==> src/rtl/vga_timing_gen_pkg.sv <==
// Shared VGA timing constants (640x480 @ 60 Hz) and the counter type used by
// every timing axis.
package vga_timing_gen_pkg;

  localparam int CNT_W = 10;
  typedef logic [CNT_W-1:0] cnt_t;

  localparam int H_VISIBLE_AREA = 640;
  localparam int H_FRONT_PORCH  = 16;
  localparam int H_SYNC_PULSE   = 96;
  localparam int H_BACK_PORCH   = 48;

  localparam int V_VISIBLE_AREA = 480;
  localparam int V_FRONT_PORCH  = 10;
  localparam int V_SYNC_PULSE   = 2;
  localparam int V_BACK_PORCH   = 33;

endpackage

==> src/rtl/vga_timing_gen_axis_counter.sv <==
// One timing axis: wrapping counter plus registered blank/sync decode taken
// from the next-state count, so decodes line up with the count register.
module vga_axis_counter
  import vga_timing_gen_pkg::*;
#(
  parameter int VISIBLE = 640,
  parameter int FRONT   = 16,
  parameter int SYNC    = 96,
  parameter int TOTAL   = 800
) (
  input  logic i_Clk,
  input  logic i_Reset_n,
  input  logic en,
  output logic wrap,
  output logic mark_nxt,
  output logic blank,
  output logic sync_n
`ifdef VGA_TIMING_POS_EN
  ,
  output cnt_t pos
`endif
);

  localparam cnt_t LAST     = cnt_t'(TOTAL - 1);
  localparam cnt_t VIS      = cnt_t'(VISIBLE);
  localparam cnt_t SYNC_ON  = cnt_t'(VISIBLE + FRONT);
  localparam cnt_t SYNC_OFF = cnt_t'(VISIBLE + FRONT + SYNC);

  cnt_t cnt;
  cnt_t cnt_nxt;
  logic at_last;

  always_comb begin
    at_last = (cnt == LAST);
    wrap    = en & at_last;
    cnt_nxt = cnt;
    if (en) cnt_nxt = at_last ? '0 : cnt + cnt_t'(1);
    mark_nxt = (cnt_nxt == VIS);
  end

  always_ff @(posedge i_Clk) begin
    if (!i_Reset_n) begin
      cnt    <= '0;
      blank  <= 1'b0;
      sync_n <= 1'b1;
    end else begin
      cnt    <= cnt_nxt;
      blank  <= (cnt_nxt >= VIS);
      sync_n <= !((cnt_nxt >= SYNC_ON) && (cnt_nxt < SYNC_OFF));
    end
  end

`ifdef VGA_TIMING_POS_EN
  assign pos = cnt;
`endif

endmodule

==> src/rtl/vga_timing_gen.sv <==
// VGA raster timing generator: column/line counters with zero-skew registered
// sync, blank and line/frame pulses. VGA_TIMING_POS_EN adds o_HPos/o_VPos.
module vga_timing_gen
  import vga_timing_gen_pkg::*;
#(
  parameter int H_VISIBLE = H_VISIBLE_AREA,
  parameter int H_FRONT   = H_FRONT_PORCH,
  parameter int H_SYNC    = H_SYNC_PULSE,
  parameter int H_BACK    = H_BACK_PORCH,
  parameter int V_VISIBLE = V_VISIBLE_AREA,
  parameter int V_FRONT   = V_FRONT_PORCH,
  parameter int V_SYNC    = V_SYNC_PULSE,
  parameter int V_BACK    = V_BACK_PORCH
) (
  input  logic i_Clk,
  input  logic i_Reset_n,
  output logic o_HSync,
  output logic o_VSync,
  output logic o_HBlank,
  output logic o_VBlank,
  output logic o_HReset,
  output logic o_VReset
`ifdef VGA_TIMING_POS_EN
  ,
  output cnt_t o_HPos,
  output cnt_t o_VPos
`endif
);

  localparam int HT = H_VISIBLE + H_FRONT + H_SYNC + H_BACK;
  localparam int VT = V_VISIBLE + V_FRONT + V_SYNC + V_BACK;

  logic h_wrap, h_mark_nxt, v_mark_nxt;
  logic v_wrap_unused;  // nothing downstream needs the frame carry

  vga_axis_counter #(
    .VISIBLE(H_VISIBLE), .FRONT(H_FRONT), .SYNC(H_SYNC), .TOTAL(HT)
  ) u_h (
    .i_Clk    (i_Clk),
    .i_Reset_n(i_Reset_n),
    .en       (1'b1),
    .wrap     (h_wrap),
    .mark_nxt (h_mark_nxt),
    .blank    (o_HBlank),
    .sync_n   (o_HSync)
`ifdef VGA_TIMING_POS_EN
    ,
    .pos      (o_HPos)
`endif
  );

  vga_axis_counter #(
    .VISIBLE(V_VISIBLE), .FRONT(V_FRONT), .SYNC(V_SYNC), .TOTAL(VT)
  ) u_v (
    .i_Clk    (i_Clk),
    .i_Reset_n(i_Reset_n),
    .en       (h_wrap),
    .wrap     (v_wrap_unused),
    .mark_nxt (v_mark_nxt),
    .blank    (o_VBlank),
    .sync_n   (o_VSync)
`ifdef VGA_TIMING_POS_EN
    ,
    .pos      (o_VPos)
`endif
  );

  // Pulses come from next-state marks so they land with the counters.
  always_ff @(posedge i_Clk) begin
    if (!i_Reset_n) begin
      o_HReset <= 1'b0;
      o_VReset <= 1'b0;
    end else begin
      o_HReset <= h_mark_nxt;
      o_VReset <= h_mark_nxt & v_mark_nxt;
    end
  end

endmodule

==> config.mk <==
export PLATFORM = sky130hd
export DESIGN_NAME = vga_timing_gen
export DESIGN_NICKNAME = d
export VERILOG_FILES = /design/src/rtl/vga_timing_gen_pkg.sv /design/src/rtl/vga_timing_gen_axis_counter.sv /design/src/rtl/vga_timing_gen.sv
export SDC_FILE = /design/constraint.sdc
export NUM_CORES = 1
export LEC_CHECK = 0
export BUFFER_PORTS_ARGS = -buffer_cell sky130_fd_sc_hd__buf_2
export CAP_MARGIN = 20
export CORE_MARGIN = 5
export CORE_UTILIZATION = 35
export CTS_BUF_LIST = sky130_fd_sc_hd__clkbuf_8
export CTS_CLUSTER_DIAMETER = 150
export DETAILED_ROUTE_END_ITERATION = 12
export PLACE_DENSITY = 0.56
export SETUP_SLACK_MARGIN = 0.05
export SLEW_MARGIN = 30
export SYNTH_ARGS = -nofsm -noshare
export SYNTH_HDL_FRONTEND = slang
export SYNTH_SLANG_ARGS = --single-unit
==> constraint.sdc <==
create_clock -name i_Clk -period 2.06 [get_ports i_Clk]
set_input_delay 0.412 -clock i_Clk [delete_from_list [all_inputs] [get_ports i_Clk]]
set_output_delay 0.412 -clock i_Clk [all_outputs]
set_load 0.02 [all_outputs]
==> metrics.md, run 1 <==
| Metric | Value |
|---|---|
| IO Pins | `8` |
| Number of global-route vias before repair | `~1200` |
| Yosys top cell area share | `0.350` |
| Clk slew on worst S/H paths | `0.10 ns` |
| Ys async rst share | `0` |
| Post-Place Cells | `~230` |
| DIE AREA | `5650 um2` |
| Post-synthesis sequential area ratio | `0.350` |
| EDFF count, synth | `0` |
| Avg WL per Cell | `around 13 um` |
| Final Cycle Share | `0.902` |
| Clock buffer depth | `2` |
| Reg power frac | `0.581` |
| Final setup fails | `0` |
| CTS Root Cell | `clkbuf_8` |
| Final non-filler cell total | `approximately 230` |
| Final hold violations | `0` |
| Routed vias/inst | `around 5.3` |
| Status | `finished, final reports clean` |
| Fin. max-slew vios | `0` |
| Max Clock Freq | `around 540 MHz` |
| H-Tree Depth | `1` |
| Fin area | `1640 um2` |
| Mapped cell area | `roughly 1500 um2` |
| Dpl hpwl | `2.38 mm` |
| Top cells by area, synth | `dfxtp_1 35%, nor2_1 4.3%, xnor2_1 4.1%, nand2_1 3.8%, ha_1 3.4%` |
| Ratio of cells with drive above 1 in the final layout | `0.180` |
| IR drop worst, VDD | `411 uV` |
| Gr ovfl total | `0` |
| Comb pwr share | `0.038` |
| Layout Nets | `190` |
| Slew margin rel. | `0.762` |
| Initial DRC Count | `60` |
| Largest driver fanout on the critical path | `8` |
| Leakage power | `0.576 nW` |
| RSZ-0062 raised after global routing | `no` |
| Worst Setup End Kind | `flip-flop` |
| CTS Hold Buffers Added | `0` |
| Initial Util | `0.367` |
| Primary FF master, synth | `dfxtp_1` |
| Syn Area/Cell | `8.65 um2` |
| Syn Inst Count | `between 150 and 200` |
| Crit path DAT | `between 2 and 2.5 ns` |
| Net Sw Frac | `0.215` |
| CTS tree | `built` |
| Global router's overall resource usage | `0.120` |
| Die height | `between 70 and 80 um` |
| Min-Delay Path Class | `in -> reg` |
| Pwr Density | `539 nW/um2` |
| Area delta synth->final | `10.5%` |
| Internal power | `slightly below 0.7 mW` |
| Clk network pwr share | `0.381` |
| Largest net degree at the start of global routing | `15` |
| Initial antenna violation count | `0` |
| Core area | `slightly above 4000 um2` |
| DRT Pass-1 Iters | `4` |
| Number of diodes | `0` |
| DR DRC count | `0` |
| Num CTS Buffers | `3` |
| Syn Nets | `between 150 and 200` |
| Setup TNS | `0 ns` |
| Pwr Total | `0.887 mW` |
| Clk_lat worst skew | `around 0.28 ns` |
| First-pass GRT wire length | `around 5.2 mm` |
| Remaining antenna violation count | `0` |
| Synthesized flop and latch total | `26` |
| Final WL | `roughly 3.1 mm` |
| Worst hold margin | `just under 0.4 ns` |
| Post-route minimum period | `roughly 1.9 ns` |
| Row Count | `23` |
| Sink Count | `26` |
| Worst-Margin Slew | `0.356 ns` |
| Sw power | `0.191 mW` |
| Critical Setup Path Class | `reg -> reg` |
| CP startpoint kind | `flip-flop` |
| Placer congestion estimate | `about 0.81` |
| Area post-placement | `1570 um2` |
| Vias | `~1200` |
| Die W | `between 70 and 80 um` |
| Cell taking the most area after synthesis | `dfxtp_1` |
| Required time of the critical path | `2.26 ns` |
| Port Buffer Count | `7` |
| Synth Warn # | `0` |
| Number of distinct library cells after synthesis | `between 50 and 60` |
| Clock skew | `between 0.009 and 0.01 ns` |
| Max_cap viols | `0` |
[synthesized netlist by cell type, types with 5 or more instances]
library cell,count
a21oi_1,6
and2_1,6
dfxtp_1,26
inv_1,5
nand2_1,15
nand3_1,7
nand4_1,7
nor2_1,17
nor3_1,7
xnor2_1,7
xor2_1,5
[through the flow]
step / setup slack (ns) / util
after floorplan: 0.111 / -
after global placement: 0.148 / 0.387
after detailed placement: 0.122 / 0.387
after CTS: 0.105 / 0.401
after global routing: 0.0585 / 0.405
final: 0.203 / 0.405
[final timing paths]
path / start / to / slack (ns) / cells after the start
setup / recovery: u_h.cnt[0]$_SDFF_PN0_ / o_VReset$_SDFF_PN0_ / 0.20 / 6
hold / removal: i_Reset_n / u_h.cnt[2]$_SDFF_PN0_ / 0.39 / 3
setup reg to reg: u_h.cnt[0]$_SDFF_PN0_ / o_VReset$_SDFF_PN0_ / 0.20 / 6
hold reg to reg: u_h.cnt[0]$_SDFF_PN0_ / u_h.cnt[0]$_SDFF_PN0_ / 0.48 / 1
[area by class of cell]
| type | count | area [um2] |
|---|---|---|
| fill | 414 | 2410 |
| multi-input combinational | 131 | 875 |
| sequential | 26 | 523 |
| timing repair buffer | 17 | 110 |
| tap | 50 | 62.6 |
| clock buffer | 4 | 55.1 |
| inverter | 5 | 18.8 |
[metal layers]
metal / up-vias / track usage / wire length [um]
met5: - / 0 / 0
met2: 18 / 0.216 / 1620
met3: 7 / 0.0294 / 95
met1: 570 / 0.140 / 1390
met4: 0 / 0.0408 / 38
li1: 636 / - / -
[placed cells by master (no fill, tap or decap), types with 3 or more instances in the layout]
master and n:
a21oi_1 6, and2_1 6, and3_1 4, buf_2 7
buf_4 10, clkbuf_8 4, dfxtp_1 24, ha_1 4
inv_1 5, nand2_1 15, nand3_1 7, nand4_1 7
nor2_1 17, nor2b_1 4, nor3_1 7, o21ai_0 3
or3_1 3, xnor2_1 7, xor2_1 5
[cells by family (layout without fill, tap and decap cells)]
group,count (synthesis),after routing,share of synthesized area
flops,26,26,0.350
buf+inv,15,26,0.0622
compound gates,31,31,0.157
fa+ha+maj,4,4,0.0336
mux,1,1,0.00673
xor+xnor,12,12,0.0706
simple gates,83,83,0.320
[critical path, stage by stage, from the launching register on]
cell and delay (ns):
dfxtp_2 0.39, ha_1 0.18, and4_4 0.29, and3_1 0.30, o2111a_1 0.23, and4_1 0.22, nor4bb_4 0.18
[sequential cells by signal, indices dropped and copies added, names as in the netlist]
signal      flops
u_h.cnt        10
u_h.blank       1
u_h.sync_n      1
u_v.cnt        10
o_HReset        1
u_v.sync_n      1
o_VReset        1
u_v.blank       1
[what timing repair did]
item,4_1_cts,5_1_grt
resized for setup,0,2
buffers inserted,0,2
endpoints found under the setup margin,0,4
[power by group through the flow]
stage,Combinational [mW],Sequential (mW),Clock (mW)
detailed placement,0.0344,0.526,0
CTS,0.0344,0.514,0.351
floorplan,0.0246,0.524,0
global placement,0.0348,0.525,0
global route,0.0383,0.516,0.362
finish,0.0339,0.515,0.338
No activity file was read; power rests on OpenSTA's default activity.
==> inputs of run 2 (changes only) <==
--- a/config.mk
+++ b/config.mk
@@ -7,12 +7,14 @@
 export LEC_CHECK = 0
 export BUFFER_PORTS_ARGS = -buffer_cell sky130_fd_sc_hd__buf_2
 export CAP_MARGIN = 20
+export CELL_PAD_IN_SITES_DETAIL_PLACEMENT = 1
+export CELL_PAD_IN_SITES_GLOBAL_PLACEMENT = 2
 export CORE_MARGIN = 5
 export CORE_UTILIZATION = 35
 export CTS_BUF_LIST = sky130_fd_sc_hd__clkbuf_8
 export CTS_CLUSTER_DIAMETER = 150
 export DETAILED_ROUTE_END_ITERATION = 12
-export PLACE_DENSITY = 0.56
+export PLACE_DENSITY = 0.81
 export SETUP_SLACK_MARGIN = 0.05
 export SLEW_MARGIN = 30
 export SYNTH_ARGS = -nofsm -noshare
==> metrics.md, run 2 (synthesis results as in run 1) <==
| Metric | Value |
|---|---|
| Min-Delay Path Class | `in -> reg` |
| CTS Hold Buffers Added | `0` |
| Gr ovfl total | `0` |
| Worst r2r src | `u_h.cnt[0]$_SDFF_PN0_` |
| Slew margin rel. | `0.749` |
| Num CTS Buffers | `3` |
| Final Cycle Share | `0.920` |
| CTS tree | `built` |
| Vias | `between 1000 and 1500` |
| Leakage power | `0.592 nW` |
| CP startpoint kind | `flip-flop` |
| Worst hold path stage count | `3` |
| IO Pins | `8` |
| Worst Setup End Kind | `flip-flop` |
| Remaining antenna violation count | `0` |
| Top flop regs | `u_h.cnt x10, u_v.cnt x10` |
| Final hold violations | `0` |
| Layout Nets | `193` |
| Worst-Margin Slew | `between 0.3 and 0.4 ns` |
| DIE AREA | `5650 um2` |
| R2R Path End | `u_v.sync_n$_SDFF_PN1_` |
| Clock skew | `0.00396 ns` |
| Routed vias/inst | `5.61` |
| Max Clock Freq | `528 MHz` |
| H-Tree Depth | `1` |
| Critical Path Start | `u_h.cnt[0]$_SDFF_PN0_` |
| First-pass GRT wire length | `6.52 mm` |
| Global router's overall resource usage | `0.151` |
| Max_cap viols | `0` |
| Fin. max-slew vios | `0` |
| Sink Count | `26` |
| Number of diodes | `0` |
| Final setup fails | `0` |
| Clock buffer depth | `2` |
| Initial antenna violation count | `0` |
| Largest net degree at the start of global routing | `15` |
| Largest driver fanout on the critical path | `8` |
| Hold wc startpoint | `i_Reset_n` |
| Hold Path Sink | `u_h.cnt[2]$_SDFF_PN0_` |
| Initial DRC Count | `53` |
| Placer congestion estimate | `approximately 0.83` |
| Row Count | `23` |
| Critical Setup Path Class | `reg -> reg` |
| Fillers | `just over 500` |
| Initial Util | `0.367` |
| Core area | `4060 um2` |
| Number of global-route vias before repair | `between 1000 and 1500` |
| FF-to-FF setup slack | `approximately 0.16 ns` |
| Required time of the critical path | `between 2 and 2.5 ns` |
| IR drop worst, VDD | `between 300 and 400 uV` |
| Post-route minimum period | `between 1.5 and 2 ns` |
| Area delta synth->final | `13.5%` |
| RSZ-0062 raised after global routing | `no` |
| Die height | `roughly 75 um` |
| Crit path DAT | `~2.1 ns` |
| Clk slew on worst S/H paths | `~0.1 ns` |
| Setup TNS | `0 ns` |
| Most common cell after layout, fill and taps aside | `dfxtp_1` |
| CTS Root Cell | `clkbuf_8` |
| Dpl hpwl | `between 2 and 3 mm` |
| Post-layout worst setup margin | `~0.16 ns` |
| Clk_lat worst skew | `approximately 0.27 ns` |
| Status | `finished, final reports clean` |
| Avg WL per Cell | `16.4 um` |
| DRT Pass-1 Iters | `4` |
| Most frequent cells in the layout | `24 x dfxtp_1, 17 x nor2_1, 15 x nand2_1` |
| Pwr Density | `about 530 nW/um2` |
| Die W | `75.2 um` |
| FF-to-FF path depth | `6` |
| DR DRC count | `0` |
| Final WL | `3.86 mm` |
| Pre-CTS setup slack | `roughly 0.097 ns` |
| Ratio of cells with drive above 1 in the final layout | `0.226` |
| Port Buffer Count | `7` |
==> run 2: what timing repair did <==
item,in CTS,in global routing
buffers inserted,0,3
gates resized for setup,0,9
setup endpoints to repair,0,8
==> run 2: power breakdown <==
group | internal, mW | switching (mW)
Sequential | 0.508 | 0.00732
Clock | 0.171 | 0.174
Combinational | 0.0167 | 0.0192
Total | 0.696 | 0.201
==> run 2: cell type report <==
| cell class | count | area (um2) | share of cell area |
|---|---|---|---|
| inverters | 5 | 18.8 | 0.0111 |
| multi-input cells | 131 | 896 | 0.531 |
| well taps | 50 | 62.6 | 0.0371 |
| repair buffers | 20 | 133 | 0.0786 |
| flip-flops and latches | 26 | 523 | 0.310 |
| clock buffers | 4 | 55.1 | 0.0326 |
==> run 2: per-layer routing <==
metal  wire (um)  GRT usage  vias up
li1            -          -      646
met1        1620      0.161      647
met2        2060      0.282       19
met3          94     0.0401       11
met4          86     0.0544        0
met5           0          0        -
==> run 2: worst max path at each step <==
stage | slack [ns] | cells after the start | endpoint
finish | 0.16 | 6 | u_v.sync_n$_SDFF_PN1_
global route | 0.06 | 5 | o_VReset$_SDFF_PN0_
CTS | 0.07 | 6 | u_v.blank$_SDFF_PN0_
detailed placement | 0.1 | 7 | u_v.cnt[8]$_SDFF_PN0_
global placement | 0.12 | 6 | o_VReset$_SDFF_PN0_
floorplan | 0.11 | 8 | o_VReset$_SDFF_PN0_
==> run 2: critical path: stages, from the launching register on <==
cell	delay [ns]
dfxtp_2	0.40
ha_1	0.18
and4_4	0.29
nand3_2	0.19
or3_4	0.44
o211ai_1	0.16
nand4bb_1	0.17
==> run 2: through the flow <==
stage               total power [mW]  hold WS [ns]  cells  area [um2]  utilization
floorplan                      0.548         0.463    172        1490            -
global placement               0.561         0.489    229        1590        0.391
detailed placement             0.563         0.508    229        1590        0.391
CTS                            0.909         0.400    233        1640        0.405
global route                   0.939         0.402    236        1690        0.416
finish                         0.897         0.396    236        1690        0.416
==> inputs of run 3 (changes only) <==
--- a/config.mk
+++ b/config.mk
@@ -9,10 +9,10 @@
 export CAP_MARGIN = 20
 export CELL_PAD_IN_SITES_DETAIL_PLACEMENT = 1
 export CELL_PAD_IN_SITES_GLOBAL_PLACEMENT = 2
+export CORE_ASPECT_RATIO = 1.1
 export CORE_MARGIN = 5
 export CORE_UTILIZATION = 35
 export CTS_BUF_LIST = sky130_fd_sc_hd__clkbuf_8
-export CTS_CLUSTER_DIAMETER = 150
 export DETAILED_ROUTE_END_ITERATION = 12
 export PLACE_DENSITY = 0.81
 export SETUP_SLACK_MARGIN = 0.05
==> metrics.md, run 3 (synthesis results as in run 1) <==
| Metric | Value |
|---|---|
| Worst path max stage delay | `0.44 ns` |
| Max Clock Freq | `527 MHz` |
| RSZ-0062 raised after global routing | `yes` |
| Core area | `around 4100 um2` |
| Initial Util | `0.367` |
| DRT Pass-1 Iters | `4` |
| Crit-path slowest cell | `or3_4` |
| Worst Setup End Kind | `flip-flop` |
| Top flop regs | `u_h.cnt x10, u_v.cnt x10` |
| IR drop worst, VDD | `291 uV` |
| Initial antenna violation count | `0` |
| Post-route minimum period | `1.90 ns` |
| Largest net degree at the start of global routing | `15` |
| Gr ovfl total | `0` |
| Area delta synth->final | `14.0%` |
| Max_cap viols | `0` |
| CTS tree | `built` |
| First-pass GRT wire length | `around 6.3 mm` |
| Num CTS Buffers | `3` |
| Post-layout worst setup margin | `between 0.15 and 0.2 ns` |
| Global router's overall resource usage | `0.139` |
| Final Cycle Share | `0.921` |
| Initial DRC Count | `43` |
| Required time of the critical path | `2.27 ns` |
| Layout Nets | `196` |
| Min-Delay Path Class | `in -> reg` |
| Area post-placement | `1620 um2` |
| Hold wc startpoint | `i_Reset_n` |
| Status | `finished, final reports clean` |
| Final setup fails | `0` |
| Fin area | `around 1700 um2` |
| Pwr Density | `~520 nW/um2` |
| Pre-CTS setup slack | `approximately 0.076 ns` |
| Leakage power | `approximately 0.61 nW` |
| Largest driver fanout on the critical path | `8` |
| Sink Count | `26` |
| DR DRC count | `0` |
| Final hold violations | `0` |
| Vias | `1289` |
| Die W | `~70 um` |
| Worst-Margin Slew | `0.383 ns` |
| Placer congestion estimate | `roughly 0.81` |
| Final WL | `around 3.7 mm` |
| Number of global-route vias before repair | `approximately 1300` |
| Slew margin rel. | `0.744` |
| H-Tree Depth | `1` |
| CTS Root Cell | `clkbuf_8` |
| Row Count | `24` |
| Remaining antenna violation count | `0` |
| Setup TNS | `0 ns` |
| Number of diodes | `0` |
| Critical Path Start | `u_h.cnt[0]$_SDFF_PN0_` |
| Most common cell after layout, fill and taps aside | `dfxtp_1` |
| Avg WL per Cell | `about 15 um` |
| Clock buffer depth | `2` |
| Port Buffer Count | `7` |
| Most frequent cells in the layout | `24 x dfxtp_1, 17 x nor2_1, 16 x buf_4` |
| FF-to-FF setup slack | `0.16 ns` |
| DIE AREA | `between 5000 and 6000 um2` |
| Crit path DAT | `2.11 ns` |
| Ratio of cells with drive above 1 in the final layout | `0.212` |
| Fin. max-slew vios | `0` |
| FF-to-FF path depth | `6` |
| Clk slew on worst S/H paths | `around 0.09 ns` |
| Worst r2r src | `u_h.cnt[0]$_SDFF_PN0_` |
| CP startpoint kind | `flip-flop` |
| Critical Setup Path Class | `reg -> reg` |
| IO Pins | `8` |
| Critical path endpoint | `u_v.sync_n$_SDFF_PN1_` |
| R2R Path End | `u_v.sync_n$_SDFF_PN1_` |
| Clk_lat worst skew | `0.27 ns` |
| Routed vias/inst | `roughly 5.3` |
| Clock skew | `a little under 0.008 ns` |
| Crit path cell chain | `ha_1 > and4_4 > nand3_2 > or3_4 > o211ai_1 > nand4bb_1` |
| Die height | `78.4 um` |
| Dpl hpwl | `between 2 and 3 mm` |
run 3: cell count changes in the layout (fill, tap and decap cells not counted), sizes merged:
cell  before  now
buf       20   23
run 3: metal layers:
layer | vias up | track usage | routed length [um]
met5 | - | 0 | 0
met4 | 0 | 0.0395 | 31
met3 | 5 | 0.0204 | 81
met2 | 13 | 0.269 | 2100
met1 | 623 | 0.152 | 1520
li1 | 648 | - | -
run 3: metrics by stage:
step | hold slack [ns] | power (mW) | util | std cells
3_5_place_dp | 0.515 | 0.562 | 0.399 | 235
4_1_cts | 0.401 | 0.899 | 0.413 | 239
5_1_grt | 0.411 | 0.928 | 0.419 | 241
2_1_floorplan | 0.463 | 0.548 | - | 172
3_3_place_gp | 0.479 | 0.560 | 0.399 | 235
6_report | 0.400 | 0.882 | 0.419 | 241
run 3: critical path, delay by kind of cell, from the launching register on:
kind / cells / cell delay [ns]
simple gates: 4 / 1.09
flops: 1 / 0.39
fa+ha+maj: 1 / 0.18
compound gates: 1 / 0.16
run 3: power breakdown:
group          switching, mW  leakage, nW  internal, mW
Sequential           0.00733        0.211         0.508
Combinational         0.0184        0.368        0.0168
Clock                  0.160       0.0288         0.171
Total                  0.186        0.607         0.696
run 3: final cells by class:
type                    count  area (um2)
multi-input cells         131         880
fillers                   505        2360
clock buffers               4        55.1
inverters                   5        18.8
flip-flops and latches     26         523
repair buffers             23         155
well taps                  52        65.1
run 3: timing repair:
item | CTS | global route
endpoints found under the setup margin | 0 | 7
setup buffers | 0 | 2
gates resized for setup | 0 | 4
hold buffers | 0 | 0
endpoints found under the hold margin | 0 | 0
run 3: worst min-delay path by stage:
stage,cells past startpoint,endpoint
finish,3,u_h.cnt[2]$_SDFF_PN0_
global route,3,u_h.cnt[2]$_SDFF_PN0_
CTS,3,u_h.cnt[2]$_SDFF_PN0_
detailed placement,1,u_h.cnt[0]$_SDFF_PN0_
global placement,1,u_h.cnt[0]$_SDFF_PN0_
floorplan,1,u_h.cnt[0]$_SDFF_PN0_
